File: config.mk
export PLATFORM = sky130hd
export DESIGN_NAME = stream_arbiter_rr_flat
export DESIGN_NICKNAME = d
export VERILOG_FILES = /design/src/rtl/stream_arbiter_rr_if.sv /design/src/rtl/stream_arbiter_rr.sv /design/src/flat_wrapper.sv
export SDC_FILE = /design/constraint.sdc
export NUM_CORES = 1
export LEC_CHECK = 0
export BUFFER_PORTS_ARGS = -buffer_cell sky130_fd_sc_hd__buf_2
export CAP_MARGIN = 20
export CORE_ASPECT_RATIO = 0.75
export CORE_UTILIZATION = 52
export CTS_CLUSTER_SIZE = 28
export DETAILED_ROUTE_END_ITERATION = 10
export PLACE_DENSITY_LB_ADDON = 0.2
export SKIP_LAST_GASP = 1
export SLEW_MARGIN = 25
export SYNTH_ARGS = -nofsm -noshare
export SYNTH_HDL_FRONTEND = slang
export SYNTH_SLANG_ARGS = --single-unit
File: constraint.sdc
create_clock -name i_clock -period 2.5 [get_ports i_clock]
set_input_delay 0.625 -clock i_clock [delete_from_list [all_inputs] [get_ports i_clock]]
set_output_delay 0.625 -clock i_clock [all_outputs]
set_load 0.01 [all_outputs]
File: src/rtl/stream_arbiter_rr_if.sv
// Bundled upstream/downstream stream signals of the round-robin arbiter.
// The master modport is the arbiter's view; slave is the producers'/consumer's view.
interface stream_arbiter_rr_if #(
  parameter int WIDTH = 16,
  parameter int NUM_INPUTS = 4,
  localparam int SRC_W = $clog2(NUM_INPUTS)
);
  logic [NUM_INPUTS*WIDTH-1:0] i_in_data;
  logic [NUM_INPUTS-1:0]       i_in_valid;
  logic [NUM_INPUTS-1:0]       i_in_last;
  logic [NUM_INPUTS-1:0]       o_in_ready;
  logic [WIDTH-1:0]            o_out_data;
  logic                        o_out_last;
  logic [SRC_W-1:0]            o_out_source;
  logic                        o_out_valid;
  logic                        i_out_ready;

  modport master (
    input  i_in_data, i_in_valid, i_in_last, i_out_ready,
    output o_in_ready, o_out_data, o_out_last, o_out_source, o_out_valid
  );

  modport slave (
    output i_in_data, i_in_valid, i_in_last, i_out_ready,
    input  o_in_ready, o_out_data, o_out_last, o_out_source, o_out_valid
  );
endinterface

File: src/rtl/stream_arbiter_rr.sv
// Packet-atomic round-robin arbiter with a two-entry skid output stage;
// every output and every per-input ready is driven straight from a flop.
module stream_arbiter_rr #(
  parameter int WIDTH = 16,
  parameter int NUM_INPUTS = 4,
  localparam int SRC_W = $clog2(NUM_INPUTS)
) (
  input logic i_clock,
  input logic i_reset,
  stream_arbiter_rr_if.master bus
);
  localparam int BEAT_W = WIDTH + 1 + SRC_W;

  typedef enum logic {S_IDLE, S_LOCKED} state_t;

  state_t                r_state, w_state_next;
  logic [SRC_W-1:0]      r_grant, w_grant_next;
  logic [SRC_W-1:0]      r_ptr, w_ptr_next;
  logic [SRC_W-1:0]      w_pick;
  logic                  w_any_valid;
  logic [NUM_INPUTS-1:0] r_in_ready, w_in_ready_next;
  logic [BEAT_W-1:0]     r_main, w_main_next, r_skid, w_skid_next, w_in_beat;
  logic                  r_main_valid, w_main_valid_next;
  logic                  r_skid_valid, w_skid_valid_next;
  logic                  w_in_fire, w_out_fire;
  logic [WIDTH-1:0]      w_in_data [NUM_INPUTS];

  genvar gi;
  generate
    for (gi = 0; gi < NUM_INPUTS; gi++) begin : g_split
      assign w_in_data[gi] = bus.i_in_data[gi*WIDTH +: WIDTH];
    end
  endgenerate

  // Beat layout: {data, last, source}
  assign w_in_beat  = {w_in_data[r_grant], bus.i_in_last[r_grant], r_grant};
  assign w_in_fire  = r_in_ready[r_grant] & bus.i_in_valid[r_grant];
  assign w_out_fire = r_main_valid & bus.i_out_ready;

  // Scan downward so the lowest offset from ptr is the one left standing.
  always_comb begin
    logic [SRC_W-1:0] v_idx;
    v_idx       = '0;
    w_pick      = r_ptr;
    w_any_valid = 1'b0;
    for (int k = NUM_INPUTS - 1; k >= 0; k--) begin
      v_idx = SRC_W'((int'(r_ptr) + k) % NUM_INPUTS);
      if (bus.i_in_valid[v_idx]) begin
        w_pick      = v_idx;
        w_any_valid = 1'b1;
      end
    end
  end

  always_comb begin
    w_state_next = r_state;
    w_grant_next = r_grant;
    w_ptr_next   = r_ptr;
    case (r_state)
      S_IDLE: begin
        if (w_any_valid) begin
          w_state_next = S_LOCKED;
          w_grant_next = w_pick;
        end
      end
      S_LOCKED: begin
        if (w_in_fire && bus.i_in_last[r_grant]) begin
          w_state_next = S_IDLE;
          w_ptr_next   = (r_grant == SRC_W'(NUM_INPUTS - 1)) ? '0 : r_grant + SRC_W'(1);
        end
      end
      default: w_state_next = S_IDLE;
    endcase
  end

  // Skid fills only when main is held; an output transfer drains skid first.
  always_comb begin
    w_main_next       = r_main;
    w_main_valid_next = r_main_valid;
    w_skid_next       = r_skid;
    w_skid_valid_next = r_skid_valid;
    if (w_out_fire) begin
      if (r_skid_valid) begin
        w_main_next       = r_skid;
        w_skid_valid_next = 1'b0;
      end else if (w_in_fire) begin
        w_main_next = w_in_beat;
      end else begin
        w_main_valid_next = 1'b0;
      end
    end else if (w_in_fire) begin
      if (r_main_valid) begin
        w_skid_next       = w_in_beat;
        w_skid_valid_next = 1'b1;
      end else begin
        w_main_next       = w_in_beat;
        w_main_valid_next = 1'b1;
      end
    end
  end

  // Ready is computed from next state so it can be registered.
  always_comb begin
    w_in_ready_next = '0;
    if (w_state_next == S_LOCKED && !w_skid_valid_next) begin
      w_in_ready_next[w_grant_next] = 1'b1;
    end
  end

  always_ff @(posedge i_clock) begin
    if (i_reset) begin
      r_state      <= S_IDLE;
      r_grant      <= '0;
      r_ptr        <= '0;
      r_in_ready   <= '0;
      r_main       <= '0;
      r_main_valid <= 1'b0;
      r_skid       <= '0;
      r_skid_valid <= 1'b0;
    end else begin
      r_state      <= w_state_next;
      r_grant      <= w_grant_next;
      r_ptr        <= w_ptr_next;
      r_in_ready   <= w_in_ready_next;
      r_main       <= w_main_next;
      r_main_valid <= w_main_valid_next;
      r_skid       <= w_skid_next;
      r_skid_valid <= w_skid_valid_next;
    end
  end

  assign bus.o_in_ready   = r_in_ready;
  assign bus.o_out_valid  = r_main_valid;
  assign bus.o_out_data   = r_main[SRC_W+1 +: WIDTH];
  assign bus.o_out_last   = r_main[SRC_W];
  assign bus.o_out_source = r_main[SRC_W-1:0];
endmodule

File: src/flat_wrapper.sv
// flat-port wrapper written by rule: the top's interface ports become plain ports
module stream_arbiter_rr_flat 
#(
  parameter int WIDTH = 16,
  parameter int NUM_INPUTS = 4,
  localparam int SRC_W = $clog2(NUM_INPUTS)
)
  (i_clock, i_reset, bus_i_in_data, bus_i_in_valid, bus_i_in_last, bus_i_out_ready, bus_o_in_ready, bus_o_out_data, bus_o_out_last, bus_o_out_source, bus_o_out_valid);
  stream_arbiter_rr_if #(.WIDTH(WIDTH), .NUM_INPUTS(NUM_INPUTS)) bus_i ();
  input logic i_clock;
  input logic i_reset;
  input wire logic [$bits(bus_i.i_in_data)-1:0] bus_i_in_data;
  input wire logic [$bits(bus_i.i_in_valid)-1:0] bus_i_in_valid;
  input wire logic [$bits(bus_i.i_in_last)-1:0] bus_i_in_last;
  input wire logic [$bits(bus_i.i_out_ready)-1:0] bus_i_out_ready;
  output wire logic [$bits(bus_i.o_in_ready)-1:0] bus_o_in_ready;
  output wire logic [$bits(bus_i.o_out_data)-1:0] bus_o_out_data;
  output wire logic [$bits(bus_i.o_out_last)-1:0] bus_o_out_last;
  output wire logic [$bits(bus_i.o_out_source)-1:0] bus_o_out_source;
  output wire logic [$bits(bus_i.o_out_valid)-1:0] bus_o_out_valid;
  assign bus_i.i_in_data = bus_i_in_data;
  assign bus_i.i_in_valid = bus_i_in_valid;
  assign bus_i.i_in_last = bus_i_in_last;
  assign bus_i.i_out_ready = bus_i_out_ready;
  assign bus_o_in_ready = bus_i.o_in_ready;
  assign bus_o_out_data = bus_i.o_out_data;
  assign bus_o_out_last = bus_i.o_out_last;
  assign bus_o_out_source = bus_i.o_out_source;
  assign bus_o_out_valid = bus_i.o_out_valid;
  stream_arbiter_rr #(.WIDTH(WIDTH), .NUM_INPUTS(NUM_INPUTS)) u_core (.i_clock(i_clock), .i_reset(i_reset), .bus(bus_i));
endmodule
==> results of run 1 <==
[synthesized netlist by cell type (all sizes together)]
library cell	n	area share (%)
a211oi	19	5.8
a21oi	25	5.0
a22oi	1	0.30
a311oi	1	1.1
and3	1	0.25
and4	1	0.35
buf	14	3.0
clkbuf	6	0.91
dfxtp	49	40
ha	1	0.50
inv	4	0.61
mux2i	22	8.9
mux4	17	15
nand2	42	6.4
nand2b	3	0.76
nand3	5	1.5
nand4	2	0.76
nand4b	2	0.71
nand4bb	1	0.45
nor2	29	4.4
nor2b	1	0.25
nor3	1	0.20
nor3b	2	1.0
nor4	2	0.50
o21ai	2	0.40
o22a	1	0.35
o31a	1	0.35
or2	1	0.25
[worst max-delay path, stage by stage (launching register included)]
cell,delay (ns)
dfxtp_1,0.43
buf_4,0.25
nand4_1,0.13
nand4_2,0.22
and3_1,0.46
buf_4,0.27
nand2_1,0.07
a21oi_1,0.13
[path summary, 6_finish.rpt]
check | cells past startpoint | end | slack, ns
min reg2reg | 2 | u_core.r_skid[14] | 0.46
min | 2 | u_core.r_skid[14] | 0.46
max reg2reg | 7 | u_core.r_skid[12] | 0.48
max | 7 | u_core.r_skid[12] | 0.48
[logic make-up (layout without fill, tap and decap cells)]
logic type / Yosys count / in the layout
AND/OR/NAND/NOR: 93 / 93
AO/OA/AOI/OAI: 50 / 50
flip-flops: 49 / 49
multiplexers: 39 / 39
buffers and inverters: 24 / 119
adder cells (fa/ha/maj): 1 / 1
[placed cells by master, fill, tap and decap left out]
cell type	netlist	layout
buf_2	12	98
dfxtp_1	49	49
nand2_1	42	42
nor2_1	29	29
a21oi_1	25	25
mux2i_1	22	22
a211oi_1	19	19
mux4_2	17	17
buf_4	0	9
clkbuf_8	0	7
nand3_1	4	4
inv_1	4	4
nand2b_1	3	3
nand4b_1	2	2
nor4_1	2	2
o21ai_0	2	2
nor3b_2	2	2
nand4_1	1	1
nand4bb_1	1	1
nand4_2	1	1
and3_1	1	1
o22a_1	1	1
or2_2	1	1
o31a_1	1	1
nor2b_1	1	1
a311oi_4	1	1
nand3_4	1	1
nor3_1	1	1
a22oi_1	1	1
and4_1	1	1
ha_1	1	1
clkinv_2	0	1
[cell type report]
class	count	share of cell area, %
clock buffers	7	3.10
clock inverters	1	0.161
inverters	4	0.483
multi-input cells	183	44.5
flip-flops and latches	49	31.5
well taps	57	2.29
repair buffers	107	17.9
[power breakdown]
group          internal [W]  switching [W]
Clock              0.000250       0.000261
Sequential         0.000819      0.0000254
Combinational      0.000160       0.000155
Total               0.00123       0.000441
[stage by stage]
stage | hold WS (ns) | power [W] | cells | setup slack, ns
finish | 0.457 | 0.00167 | 408 | 0.482
global route | 0.480 | 0.00175 | 408 | 0.329
CTS | 0.458 | 0.00168 | 408 | 0.518
detailed placement | 0.446 | 0.00118 | 400 | 0.433
global placement | 0.441 | 0.00117 | 400 | 0.499
floorplan | 0.436 | 0.00105 | 256 | 0.649
[flip-flops by register name (all words and copies together) (netlist names)]
| signal | count |
|---|---|
| u_core.r_skid_valid | 1 |
| u_core.bus.o_out_valid | 1 |
| u_core.r_grant | 2 |
| u_core.r_state | 1 |
| u_core.r_main | 19 |
| u_core.r_skid | 19 |
| u_core.bus.o_in_ready | 4 |
| u_core.r_ptr | 2 |
[routing by layer]
layer | vias to the layer above | share of wire (%) | GRT usage, %
li1 | 1110 | - | -
met1 | 1064 | 46 | 29.1
met2 | 76 | 47 | 42.5
met3 | 6 | 6.4 | 7.59
met4 | 0 | 0.76 | 6.77
met5 | - | 0 | 0
==> metrics.yaml, run 1 <==
layout:
  seq_area_sq_um: 981
  postLayoutCoreUtil_pct: 68.9
  antenna_cells: 0
  fin_nets: 426
  drive_gt1_share_pct: 39.3
  multi_input_area_sq_um: 1390
  nFillCells: 376
  design_area_sq_um: 3110
  area_growth_pct: 25.5
clock_network:
  cts.path.max_buffers: 2
  holdBufCountCts: 0
  cts_tree: "built"
  insertion_delay_ns: 0.31
  clkSlewWorstSetupHoldPaths_ns: 0.09
  clockRootBuffer: "clkbuf_8"
  numCtsBuffers: 5
  numClockSinks: 49
  cts_resized: 0
  htreeDepth: 2
  post_cts_buffers: 0
timing:
  timing.setup.tns_ns: 0
  fin_crit_sh_pct: 80.7
  tightest_slew_ns: 0.431
  hold_viol_final: 0
  finalSetupViolations: 0
  clock.fmax_ghz: 0.496
  min_period_ns: 2.02
  relSlewSlack_pct: 71.2
  drv_slew: 0
  rsz0062_at_grt: "false"
  skew_ns: 0.00512
placement:
  placed_cell_area_sq_um: 3010
  port_buffers: 98
  dp_hpwl_um: 4210
  gp_congestion: 0.783
setup_path:
  startpoint: "u_core.r_grant[0]"
  worstSetupPathType: "flip-flop to flip-flop"
  worst_setup_path_start_kind: "flip-flop"
  crit_path_end_kind: "flip-flop"
  crit_arrival_ns: 2.26
  cp_data_required_time_ns: 2.74
  reg2reg_from: "u_core.r_grant[0]"
  critPathMaxFanout: 11
yosys:
  synth_mux_area_share_pct: 24.3
  ys_warn_count: 0
  avgSynthCellArea_sq_um: 9.68
  syn_inst: 256
  ys_types: 32
  synthesis.area_sq_um: 2480
  synth-simple-area-share_pct: 17.8
  syn-num-nets: 332
  ys_seq_area_share_pct: 39.6
  synth_fa_ha_area_share_pct: 0.505
  synth_top_family_by_area: "multiplexers"
  ys_ff_latch: 49
  synth-compound-area-share_pct: 13.3
  synth_xor_area_share_pct: 0
global_route:
  groute.usage.overall_pct: 24.3
  grt_pass1_vias: 2080
  grt_max_degree: 37
  grt_pass1_wl_um: 9170
  overflow: 0
  antenna_found_initial: 0
die:
  fp-row-count: 21
  dieArea_sq_um: 5050
  fp.dieW_um: 81.7
  start_util_pct: 54.8
  core_sq_um: 4520
  die_h_um: 61.8
  ios: 99
flow_run:
  max_cap_viol_count: 0
drt:
  avgViaCountPerCell: 5.53
  wl_um: 5780
  drc: 0
  vias: 2256
  ant_nets: 0
  drtIter0Drc: 88
  dr.pass1.iters: 4
  wire_per_inst_um: 14.2
run_status:
  status: "complete, no violations"
min_path:
  worstHoldStart: "u_core.r_skid[14]"
  hp-class: "flip-flop to flip-flop"
power:
  power.leakage_nw: 1.40
  power_density_nw_per_um2: 537
  vdd_drop_max_mv: 0.453
Note: power is estimated with default switching activity, not from simulation.
==> inputs of run 2 (changes only) <==
ABC_AREA = 1   (was not set)
CORE_UTILIZATION = 45   (was 52)
clock period = 1.7 ns   (was 2.5 ns; I/O delays follow)
==> run 2 against run 1 <==
Compared with the run above: final cell count up 44%; setup slack worse by 0.39 ns; core utilization down 9.8 points; design area up 13%; highest routed layer unchanged; first-iteration DRC count is 52% higher; clock power rose by 41%; largest power group unchanged; sequential share of layout area shrank 3.5 points.
==> metrics.yaml, run 2 <==
yosys:
  synth_commonest_cells: "nand2_1 (102), dfxtp_1 (49), o21ai_0 (49), a21oi_1 (38), nand3_1 (36)"  # was dfxtp_1 (49), nand2_1 (42), nor2_1 (29), a21oi_1 (25), mux2i_1 (22)
  avgSynthCellArea_sq_um: 6.74  # was 9.68 sq um
  ys_ff_latch: 49  # unchanged
  synth_most_common_cell: "nand2_1"  # was dfxtp_1
  yosys.area.top_type_share_pct: 34.7  # was 39.6%
  syn_inst: 419  # was 256
  synth-main-ff-cell: "dfxtp_1"  # unchanged
  synth_top_cells_by_area: "dfxtp_1 (35%), nand2_1 (14%), o21ai_0 (8.7%)"  # was dfxtp_1 (40%), mux4_2 (15%), mux2i_1 (8.9%)
  synthesis.area_sq_um: 2820  # was 2480 sq um
  ys_warn_count: 0  # unchanged
  synth_top_cell_by_area: "dfxtp_1"  # unchanged
  ys_types: 27  # was 32
  synthArstFlopShare_pct: 0  # unchanged
  syn-num-nets: 495  # was 332
  ys_seq_area_share_pct: 34.7  # was 39.6%
  synth_edf_count: 0  # unchanged
timing:
  fin_crit_sh_pct: 94.8  # was 80.7%
  rsz0062_at_grt: "true"  # was false
  hold_viol_final: 0  # unchanged
  finalSetupViolations: 0  # unchanged
  fin_ws_ns: 0.0877  # was 0.482 ns
  clock.fmax_ghz: 0.620  # was 0.496 GHz
  relSlewSlack_pct: 78.3  # was 71.2%
  min_period_ns: 1.61  # was 2.02 ns
  skew_ns: 0.0129  # was 0.00512 ns
  drv_slew: 0  # unchanged
  finalHoldWorstSlack_ns: 0.418  # was 0.457 ns
  tightest_slew_ns: 0.322  # was 0.431 ns
flow_run:
  max_cap_viol_count: 0  # unchanged
clock_network:
  cts_tree: "built"  # unchanged
  clkSlewWorstSetupHoldPaths_ns: 0.09  # about the same
  clockRootBuffer: "clkbuf_8"  # unchanged
  insertion_delay_ns: 0.31  # about the same
  numCtsBuffers: 5  # unchanged
  htreeDepth: 2  # unchanged
  numClockSinks: 49  # unchanged
  cts.path.max_buffers: 2  # unchanged
  holdBufCountCts: 0  # unchanged
layout:
  multi_input_area_sq_um: 1530  # was 1390 sq um
  nFillCells: 594  # was 376
  area_growth_pct: 24.4  # was 25.5%
  fin_nets: 584  # was 426
  final_cell_mix: "nand2_1 (99), buf_2 (98), o21ai_0 (49)"  # was buf_2 (98), dfxtp_1 (49), nand2_1 (42)
  antenna_cells: 0  # unchanged
  drive_gt1_share_pct: 31.4  # was 39.3%
  layout_commonest_cell: "nand2_1"  # was buf_2
  design_area_sq_um: 3510  # was 3110 sq um
  seq_area_sq_um: 983  # was 981 sq um
setup_path:
  crit_cells: 11  # was 7
  crit_chain: "buf_12, inv_4, nand2_1, nand3_1, nand2_1, nor2_4, a21oi_4, nor2_1, inv_1, o21ai_1, nor2_1"  # was buf_4, nand4_1, nand4_2, and3_1, buf_4, nand2_1, a21oi_1
  critical_path.max_stage_delay_ns: 0.33  # was 0.46 ns
  critPathMaxFanout: 9  # was 11
  reg2reg_slack_ns: 0.09  # was 0.48 ns
  r2r.worst_path.cells: 11  # was 7
  worstSetupPathType: "flip-flop to flip-flop"  # unchanged
  cp_data_required_time_ns: 1.90  # was 2.74 ns
  worst_setup_path_start_kind: "flip-flop"  # unchanged
  slowest_stage: "dfxtp_1"  # was and3_1
  reg2reg_from: "u_core.r_ptr[0]"  # was u_core.r_grant[0]
  crit_path_end_kind: "flip-flop"  # unchanged
  reg2reg_to: "u_core.bus.o_in_ready[1]"  # was u_core.r_skid[12]
  critPathBufInv: 3  # was 2
  cp_top_family: "simple AND/OR/NAND/NOR gates"  # unchanged
  crit_arrival_ns: 1.82  # was 2.26 ns
die:
  ios: 99  # unchanged
  core_sq_um: 5950  # was 4520 sq um
  die_h_um: 70.6  # was 61.8 um
  dieArea_sq_um: 6600  # was 5050 sq um
  fp-row-count: 24  # was 21
  fp.dieW_um: 93.5  # was 81.7 um
  start_util_pct: 47.5  # was 54.8%
drt:
  vias: 2994  # was 2256
  drtIter0Drc: 134  # was 88
  ant_nets: 0  # unchanged
  drc: 0  # unchanged
  wire_per_inst_um: 12.8  # was 14.2 um
  wl_um: 7490  # was 5780 um
  avgViaCountPerCell: 5.10  # was 5.53
  dr.pass1.iters: 4  # unchanged
min_path:
  min_path_cells: 2  # unchanged
  hp-class: "input port to flip-flop"  # was flip-flop to flip-flop
  worstHoldStart: "i_reset"  # was u_core.r_skid[14]
  holdPathEnd: "u_core.r_grant[0]"  # was u_core.r_skid[14]
power:
  p_sw_w: 0.00133  # was 0.000441 W
  power.leakage_nw: 1.73  # was 1.40 nW
  seqPwrFrac_pct: 40.6  # was 50.5%
  sw_frac_of_total_pct: 38.7  # was 26.4%
  comb_power_share_pct: 38.4  # was 18.8%
  p_int_w: 0.00211  # was 0.00123 W
  clkPwrFrac_pct: 21.0  # was 30.6%
  power_density_nw_per_um2: 981  # was 537 nW/um^2
  vdd_drop_max_mv: 0.467  # was 0.453 mV
placement:
  placed_cell_area_sq_um: 3400  # was 3010 sq um
  gp_congestion: 0.804  # was 0.783
  dp_hpwl_um: 5630  # was 4210 um
  port_buffers: 98  # unchanged
  preCtsSetupSlack_ns: 0.0611  # was 0.433 ns
global_route:
  overflow: 0  # unchanged
  grt_pass1_vias: 2595  # was 2080
  grt_max_degree: 39  # was 37
  groute.usage.overall_pct: 23.4  # was 24.3%
  antenna_found_initial: 0  # unchanged
  grt_pass1_wl_um: 12200  # was 9170 um
run_status:
  status: "complete, no violations"  # unchanged
-- run 2: cell types whose count changed after synthesis, sizes merged, moves of 14 or more --
cell	change
nand3	+32
o21ai	+55
mux4	-17
inv	+34
mux2i	-22
nand2	+69
a21oi	+14
-- run 2: what timing repair did --
| item | 4_1_cts | 5_1_grt |
|---|---|---|
| gates resized for setup | 0 | 7 |
| endpoints found under the hold margin | 0 | 0 |
| setup buffers | 0 | 0 |
| setup endpoints to repair | 0 | 7 |
-- run 2: worst max-delay path by stage --
stage	start	to	slack [ns]
2_1_floorplan	u_core.bus.o_out_valid	u_core.r_main[10]	0.29
3_3_place_gp	bus_i_in_valid[3]	u_core.bus.o_in_ready[3]	0.13
3_5_place_dp	bus_i_in_valid[3]	u_core.bus.o_in_ready[2]	0.06
4_1_cts	u_core.r_ptr[0]	u_core.r_grant[1]	0.1
5_1_grt	u_core.r_ptr[0]	u_core.bus.o_in_ready[0]	-0.02
6_report	u_core.r_ptr[0]	u_core.bus.o_in_ready[1]	0.09
-- run 2: per-layer routing --
layer,global-route usage (%),share of wire (%)
met5,0,0
met4,5.98,1.0
met3,5.38,7.5
met2,38.2,46
met1,31.3,46
-- run 2: metrics by stage --
step                      utilization [%]  setup TNS, ns  cells  total power (W)
after floorplan                         -              0    419          0.00232
after global placement               57.1              0    579          0.00271
after detailed placement             57.1              0    579          0.00273
after CTS                            58.7              0    587          0.00346
after global routing                 59.1        -0.0690    587          0.00371
final                                59.1              0    587          0.00345
-- run 2: cell type report --
class	count	area share, %
clock buffer	5	1.96
clock inverter	3	0.748
inverter	38	4.20
multi-input combinational	303	43.7
sequential	49	28.0
tap	78	2.78
timing repair buffer	111	18.6
-- run 2: power by group through the flow --
stage,clock (W),sequential [W],combinational [W]
finish,0.000723,0.00140,0.00132
global route,0.000797,0.00141,0.00150
CTS,0.000746,0.00140,0.00132
detailed placement,0,0.00142,0.00131
global placement,0,0.00142,0.00129
floorplan,0,0.00145,0.000870
-- run 2: cell families after synthesis --
logic type	count (synthesis)	synth area share, %
AOI/OAI and AO/OA	118	25.6
adders and majority gates	1	0.443
buffers and inverters	67	11.5
DFF	49	34.7
and+or+nand+nor	184	27.7
